## src/rtl/mod_dec_xor_if.sv

```systemverilog
// Handshake bundle for the decryption AddRoundKey stage: input state/key side and result side.
// When MOD_DEC_XOR_BLKCNT_EN is defined the bundle also carries the completed-block counter.
interface mod_dec_xor_if;
    logic         in_valid;
    logic         in_ready;
    logic         in_first;
    logic [127:0] in_state;
    logic [127:0] in_key;
    logic         out_valid;
    logic         out_ready;
    logic [127:0] out_state;
    logic [3:0]   out_round;
    logic         out_last;
    logic         err;
`ifdef MOD_DEC_XOR_BLKCNT_EN
    logic [15:0]  blk_cnt;

    modport slave (
        input  in_valid, in_first, in_state, in_key, out_ready,
        output in_ready, out_valid, out_state, out_round, out_last, err, blk_cnt
    );
    modport master (
        output in_valid, in_first, in_state, in_key, out_ready,
        input  in_ready, out_valid, out_state, out_round, out_last, err, blk_cnt
    );
`else
    modport slave (
        input  in_valid, in_first, in_state, in_key, out_ready,
        output in_ready, out_valid, out_state, out_round, out_last, err
    );
    modport master (
        output in_valid, in_first, in_state, in_key, out_ready,
        input  in_ready, out_valid, out_state, out_round, out_last, err
    );
`endif
endinterface

```

## src/rtl/mod_dec_xor.sv

```systemverilog
// AES-256 inverse-cipher AddRoundKey stage: key XOR, then InvMixColumns on rounds 1..NR-1, 2-stage pipeline.
// Optional completed-block counter output enabled by defining MOD_DEC_XOR_BLKCNT_EN.
module mod_dec_xor #(
    parameter int NR = 14
) (
    input  logic          clk,
    input  logic          rst,
    mod_dec_xor_if.slave  bus
);

    localparam logic [3:0] RND_MAX = 4'(NR);

    // Handshake: a beat moves when valid && ready on that side. Stage 1 may accept
    // whenever it is empty or is handing its beat to stage 2 in the same cycle;
    // in_ready depends only on register state and out_ready, never on in_valid.
    logic         s1_valid_q, s1_valid_d;
    logic [127:0] s1_state_q, s1_state_d;
    logic [3:0]   s1_round_q, s1_round_d;
    logic [3:0]   cnt_q, cnt_d;
    logic         err_q, err_d;
    logic         s2_valid_q, s2_valid_d;
    logic [127:0] out_state_q, out_state_d;
    logic [3:0]   out_round_q, out_round_d;
    logic         out_last_q, out_last_d;

    logic         s1_advance;
    logic         in_xfer;
    logic         s2_load;
    logic         mid_round;
    logic [3:0]   next_round;

    function automatic logic [7:0] xt(input logic [7:0] a);
        return {a[6:0], 1'b0} ^ (a[7] ? 8'h1b : 8'h00);
    endfunction

    function automatic logic [31:0] inv_mix_col(input logic [31:0] col);
        logic [7:0] a  [4];
        logic [7:0] m9 [4];
        logic [7:0] mb [4];
        logic [7:0] md [4];
        logic [7:0] me [4];
        logic [7:0] x2, x4, x8;
        for (int i = 0; i < 4; i++) begin
            a[i]  = col[31-8*i -: 8];
            x2    = xt(a[i]);
            x4    = xt(x2);
            x8    = xt(x4);
            m9[i] = x8 ^ a[i];
            mb[i] = x8 ^ x2 ^ a[i];
            md[i] = x8 ^ x4 ^ a[i];
            me[i] = x8 ^ x4 ^ x2;
        end
        return {me[0] ^ mb[1] ^ md[2] ^ m9[3],
                m9[0] ^ me[1] ^ mb[2] ^ md[3],
                md[0] ^ m9[1] ^ me[2] ^ mb[3],
                mb[0] ^ md[1] ^ m9[2] ^ me[3]};
    endfunction

    function automatic logic [127:0] inv_mix(input logic [127:0] s);
        logic [127:0] r;
        r = '0;
        for (int c = 0; c < 4; c++) begin
            r[127-32*c -: 32] = inv_mix_col(s[127-32*c -: 32]);
        end
        return r;
    endfunction

    assign s1_advance = !s2_valid_q || bus.out_ready;
    assign bus.in_ready = !s1_valid_q || s1_advance;
    assign in_xfer    = bus.in_valid && bus.in_ready;
    assign s2_load    = s1_valid_q && s1_advance;
    assign mid_round  = (s1_round_q >= 4'd1) && (s1_round_q <= RND_MAX - 4'd1);

    // Continuing past round 0 is an error; the counter parks at 0 until the next in_first.
    assign next_round = bus.in_first ? RND_MAX :
                        (cnt_q == 4'd0) ? 4'd0 : cnt_q - 4'd1;

    always_comb begin
        s1_valid_d  = s1_valid_q;
        s1_state_d  = s1_state_q;
        s1_round_d  = s1_round_q;
        cnt_d       = cnt_q;
        err_d       = err_q;
        s2_valid_d  = s2_valid_q;
        out_state_d = out_state_q;
        out_round_d = out_round_q;
        out_last_d  = out_last_q;

        if (in_xfer) begin
            s1_valid_d = 1'b1;
            s1_state_d = bus.in_state ^ bus.in_key;
            s1_round_d = next_round;
            cnt_d      = next_round;
            if (bus.in_first) begin
                err_d = 1'b0;
            end else if (cnt_q == 4'd0) begin
                err_d = 1'b1;
            end
        end else if (s1_advance) begin
            s1_valid_d = 1'b0;
        end

        if (s2_load) begin
            s2_valid_d  = 1'b1;
            out_state_d = mid_round ? inv_mix(s1_state_q) : s1_state_q;
            out_round_d = s1_round_q;
            out_last_d  = (s1_round_q == 4'd0);
        end else if (bus.out_ready) begin
            s2_valid_d = 1'b0;
        end
    end

    always_ff @(posedge clk or negedge rst) begin
        if (!rst) begin
            s1_valid_q  <= 1'b0;
            s1_state_q  <= '0;
            s1_round_q  <= '0;
            cnt_q       <= '0;
            err_q       <= 1'b0;
            s2_valid_q  <= 1'b0;
            out_state_q <= '0;
            out_round_q <= '0;
            out_last_q  <= 1'b0;
        end else begin
            s1_valid_q  <= s1_valid_d;
            s1_state_q  <= s1_state_d;
            s1_round_q  <= s1_round_d;
            cnt_q       <= cnt_d;
            err_q       <= err_d;
            s2_valid_q  <= s2_valid_d;
            out_state_q <= out_state_d;
            out_round_q <= out_round_d;
            out_last_q  <= out_last_d;
        end
    end

    assign bus.out_valid = s2_valid_q;
    assign bus.out_state = out_state_q;
    assign bus.out_round = out_round_q;
    assign bus.out_last  = out_last_q;
    assign bus.err       = err_q;

`ifdef MOD_DEC_XOR_BLKCNT_EN
    logic [15:0] blk_cnt_q, blk_cnt_d;

    always_comb begin
        blk_cnt_d = blk_cnt_q;
        if (s2_valid_q && bus.out_ready && out_last_q) begin
            blk_cnt_d = blk_cnt_q + 16'd1;
        end
    end

    always_ff @(posedge clk or negedge rst) begin
        if (!rst) begin
            blk_cnt_q <= '0;
        end else begin
            blk_cnt_q <= blk_cnt_d;
        end
    end

    assign bus.blk_cnt = blk_cnt_q;
`endif

endmodule

```

## src/flat_wrapper.sv

```systemverilog
// flat-port wrapper written by rule: the top's interface ports become plain ports
module mod_dec_xor_flat 
#(
    parameter int NR = 14
)
  (clk, rst, bus_in_valid, bus_in_first, bus_in_state, bus_in_key, bus_out_ready, bus_in_ready, bus_out_valid, bus_out_state, bus_out_round, bus_out_last, bus_err);
  mod_dec_xor_if bus_i ();
  input  logic clk;
  input  logic rst;
  input wire logic [$bits(bus_i.in_valid)-1:0] bus_in_valid;
  input wire logic [$bits(bus_i.in_first)-1:0] bus_in_first;
  input wire logic [$bits(bus_i.in_state)-1:0] bus_in_state;
  input wire logic [$bits(bus_i.in_key)-1:0] bus_in_key;
  input wire logic [$bits(bus_i.out_ready)-1:0] bus_out_ready;
  output wire logic [$bits(bus_i.in_ready)-1:0] bus_in_ready;
  output wire logic [$bits(bus_i.out_valid)-1:0] bus_out_valid;
  output wire logic [$bits(bus_i.out_state)-1:0] bus_out_state;
  output wire logic [$bits(bus_i.out_round)-1:0] bus_out_round;
  output wire logic [$bits(bus_i.out_last)-1:0] bus_out_last;
  output wire logic [$bits(bus_i.err)-1:0] bus_err;
  assign bus_i.in_valid = bus_in_valid;
  assign bus_i.in_first = bus_in_first;
  assign bus_i.in_state = bus_in_state;
  assign bus_i.in_key = bus_in_key;
  assign bus_i.out_ready = bus_out_ready;
  assign bus_in_ready = bus_i.in_ready;
  assign bus_out_valid = bus_i.out_valid;
  assign bus_out_state = bus_i.out_state;
  assign bus_out_round = bus_i.out_round;
  assign bus_out_last = bus_i.out_last;
  assign bus_err = bus_i.err;
  mod_dec_xor #(.NR(NR)) u_core (.clk(clk), .rst(rst), .bus(bus_i));
endmodule
```

## config.mk

```make
export PLATFORM = sky130hd
export DESIGN_NAME = mod_dec_xor_flat
export DESIGN_NICKNAME = d
export VERILOG_FILES = /design/src/rtl/mod_dec_xor_if.sv /design/src/rtl/mod_dec_xor.sv /design/src/flat_wrapper.sv
export SDC_FILE = /design/constraint.sdc
export NUM_CORES = 1
export LEC_CHECK = 0
export ABC_AREA = 1
export BUFFER_PORTS_ARGS = -buffer_cell sky130_fd_sc_hd__buf_2
export CAP_MARGIN = 20
export CELL_PAD_IN_SITES_DETAIL_PLACEMENT = 1
export CELL_PAD_IN_SITES_GLOBAL_PLACEMENT = 2
export CORE_AREA = 2 2 282 284
export CTS_CLUSTER_SIZE = 24
export DETAILED_ROUTE_END_ITERATION = 8
export DIE_AREA = 0 0 284 286
export HOLD_SLACK_MARGIN = 0.03
export PLACE_DENSITY_LB_ADDON = 0.1
export SYNTH_ARGS = -nofsm -noshare
export SYNTH_HDL_FRONTEND = slang
export SYNTH_SLANG_ARGS = --single-unit
```

## constraint.sdc

```tcl
create_clock -name clk -period 3.8 [get_ports clk]
set_input_delay 0.19 -clock clk [delete_from_list [all_inputs] [get_ports clk]]
set_output_delay 0.19 -clock clk [all_outputs]
set_load 0.02 [all_outputs]
```

==> flow_summary.toml <==
[synthesis]
syn_nets = 4370
synthCells = 4109
synth.distinct_cells = 36
ys_ff_latch = 268
ys_async_sr_fraction = 1.00
synth-seq-area-share = 0.254
syn_area_per_cell_um2 = 6.41
synth-edff-count = 0
netlist_area_um2 = 26400
ys_warn_count = 0
synth_ff_type = "dfrtp_1"

[worst_setup_path]
crit_chain = "inv_1 -> nand2_1 -> nand2_1 -> nand2_1 -> nand2_1 -> xor2_1 -> inv_1 -> nand2_1 -> nand3_1 -> nand2_1 -> nand2_1"
worst-path-buf-inv = 2
cp-start-kind = "flip-flop"
worst_setup_path_end_kind = "flip-flop"
worst-r2r-cell-count = 11
r2r-end = "u_core.bus.out_state[22]$_DFFE_PN0P_"
rrSetupSlack_ns = 1.27
r2r-start = "u_core.s1_state_q[7]$_DFFE_PN0P_"
cpMaxStageDelayCell = "dfrtp_1"
cp_top_family = "simple AND/OR/NAND/NOR gates"
cp.arrival_ns = 2.98
criticalPathCategory = "flip-flop to flip-flop"
cp.depth = 11
max_stage_delay_ns = 0.79
cp.required_ns = 4.25
crit_fanout = 12
crit_top_cell = "nand2_1"

[place]
dp_hpwl_um = 83200
numPortBuffers = 396
gp_congestion = 0.892
dp.cells = 5407

[final_layout]
drive_above_1_share = 0.139
antennaDiodeCount = 0
area_delta_synth_final_pct = 23.7
fin_cells = 5722
fin_nets = 4911
fillerInstances = 10352

[pwr]
total_power_mw = 26.3
leakage_nw = 17.4
power_density_nw_per_um2 = 807
irDropWorstVdd_mv = 0.974

[detailed_routing]
dr_total_vias = 27531
drc = 0
drt_iter0_drc = 1380
wl_per_cell_um = 19.2
antenna_left = 0
via_per_inst = 4.81
firstDrtPassIters = 5
routed_wl_um = 110000

[global_routing]
grt_pass1_vias = 28595
gr-total-overflow = 0
track_usage = 0.267
grt_pass1_wl_um = 170000
grt_max_degree = 144
antenna_found_initial = 0

[floorplan]
fp.dieW_um = 284
std_cell_rows = 103
ios = 397
placeableCoreArea_um2 = 78400
initial_core_util = 0.336
dieArea_um2 = 81200
die_h_um = 286

[sta]
setup_tns_ns = 0
rsz0062_at_grt = "no"
max_freq_mhz = 396
hold_viol = 0
finalSetupViolCount = 0
slew_headroom = 0.430
period_minus_slack_ns = 2.53
skew_ns = 0.0258
post-route-period-util = 0.665
slew_violations = 0
worst_pin_slew_ns = 0.854

[clock_network]
clk_pin_slew_worst_paths_ns = 0.06
cts_tree = "done"
insertion_delay_ns = 0.58
cts_root_buf = "clkbuf_16"
htree_levels = 2
cts_buffer_depth = 3
clock-sinks = 268
numCtsBuffers = 36

[min_path]
hold_path_depth = 3
min_from = "bus_in_state[83]"
hold_class = "input pin to flip-flop"
whs_endpoint = "u_core.s1_state_q[83]$_DFFE_PN0P_"

[run_status]
status = "finished, final reports clean"

[run]
maxCapViolCount = 0
## cell type report
type | instances | area [µm²] | area share
repair buffers | 671 | 4810 | 0.147
clock inverters | 10 | 98.8 | 0.00303
clock buffers | 50 | 1000 | 0.0308
well taps | 1050 | 1310 | 0.0403
flip-flops and latches | 268 | 6710 | 0.206
multi-input cells | 3373 | 17500 | 0.537
inverters | 300 | 1150 | 0.0352
## synthesized netlist by cell type, types with 2 or more instances
| cell type | n | area (µm²) |
|---|---|---|
| or2_1 | 13 | 81.3 |
| clkbuf_2 | 8 | 40.0 |
| inv_2 | 50 | 188 |
| xnor2_2 | 13 | 211 |
| nand4_1 | 8 | 50.1 |
| nor2_1 | 59 | 221 |
| clkinv_1 | 3 | 11.3 |
| nand3b_1 | 27 | 203 |
| nand2_4 | 10 | 113 |
| a21oi_1 | 127 | 636 |
| o21ai_0 | 158 | 791 |
| dfrtp_1 | 268 | 6710 |
| o21ai_2 | 3 | 26.3 |
| xor2_2 | 13 | 211 |
| nand3_1 | 329 | 1650 |
| buf_4 | 32 | 240 |
| xor2_4 | 3 | 82.6 |
| nand2_1 | 1883 | 7070 |
| buf_6 | 21 | 236 |
| or2_2 | 3 | 18.8 |
| xor2_1 | 337 | 2950 |
| clkbuf_1 | 50 | 188 |
| inv_4 | 7 | 43.8 |
| xnor2_1 | 292 | 2560 |
| buf_2 | 55 | 275 |
| o21ai_1 | 14 | 70.1 |
| nand2_2 | 74 | 463 |
| inv_1 | 239 | 897 |
| xnor2_4 | 2 | 55.1 |
| nand3_2 | 2 | 20.0 |
## per-stage QoR
step                      hold WS [ns]  cell area, µm²   util  worst slack (ns)
final                           0.0426           32600  0.416              1.27
after global routing            0.0384           32600  0.416              1.06
after CTS                       0.0393           32600  0.416              1.29
after detailed placement         0.195           28900  0.369              1.31
after global placement           0.189           28900  0.369              1.33
after floorplan                 -0.106           26400      -              2.10
## registers in the layout (all words and copies together) (netlist names)
register,cells
u_core.bus.out_state,128
u_core.s1_state_q,128
u_core.bus.out_round,4
u_core.s1_round_q,4
u_core.bus.err,1
u_core.bus.out_last,1
u_core.bus.out_valid,1
u_core.s1_valid_q,1
## placed cells by master (no fill, tap or decap), drive strengths merged
cell type / n
inv: 297
a21o: 1
nand3b: 27
clkinvlp: 2
nand4: 8
buf: 416
nand2b: 1
clkbuf: 50
nand3: 331
nand2: 1967
o21ai: 175
or2: 16
nor2: 59
bufinv: 1
o21bai: 1
dlygate4sd3: 255
clkinv: 10
a21oi: 127
xnor2: 307
dfrtp: 268
xor2: 353
## where the power goes
group          internal (mW)  switching [mW]  total, mW
Sequential              3.82            1.32       5.14
Clock                   1.91            1.41       3.32
Combinational           6.00            11.8       17.9
## how the worst max path moves through the flow
| stage | startpoint | endpoint | slack [ns] |
|---|---|---|---|
| floorplan | u_core.bus.out_valid$_DFFE_PN0P_ | u_core.s1_state_q[122]$_DFFE_PN0P_ | 2.10 |
| global placement | u_core.s1_state_q[7]$_DFFE_PN0P_ | u_core.bus.out_state[21]$_DFFE_PN0P_ | 1.33 |
| detailed placement | u_core.s1_state_q[7]$_DFFE_PN0P_ | u_core.bus.out_state[21]$_DFFE_PN0P_ | 1.31 |
| CTS | u_core.s1_state_q[7]$_DFFE_PN0P_ | u_core.bus.out_state[21]$_DFFE_PN0P_ | 1.29 |
| global route | u_core.s1_state_q[71]$_DFFE_PN0P_ | u_core.bus.out_state[91]$_DFFE_PN0P_ | 1.06 |
| finish | u_core.s1_state_q[7]$_DFFE_PN0P_ | u_core.bus.out_state[22]$_DFFE_PN0P_ | 1.27 |
## cells by family after synthesis
| group | share of synthesized area |
|---|---|
| flip-flops | 0.254 |
| AO/OA/AOI/OAI | 0.0584 |
| buffers and inverters | 0.0815 |
| AND/OR/NAND/NOR | 0.375 |
| XOR/XNOR | 0.230 |
## tightest hold or removal path, cell delays in order
cell	delay (ns)
buf_2	0.09
xnor2_1	0.11
o21ai_0	0.18
## repair_timing
action	4_1_cts	5_1_grt
gates resized for setup	0	0
hold buffers	255	0
endpoints found under the hold margin	192	0
buffers inserted	0	0
## routing by layer
metal	GRT usage	up-vias	part of all wire
li1	-	13735	-
met1	0.361	13115	0.47
met2	0.446	555	0.46
met3	0.0360	124	0.044
met4	0.0718	2	0.027
met5	0.0110	-	0.0012
Power figures use the tool's default switching activity.
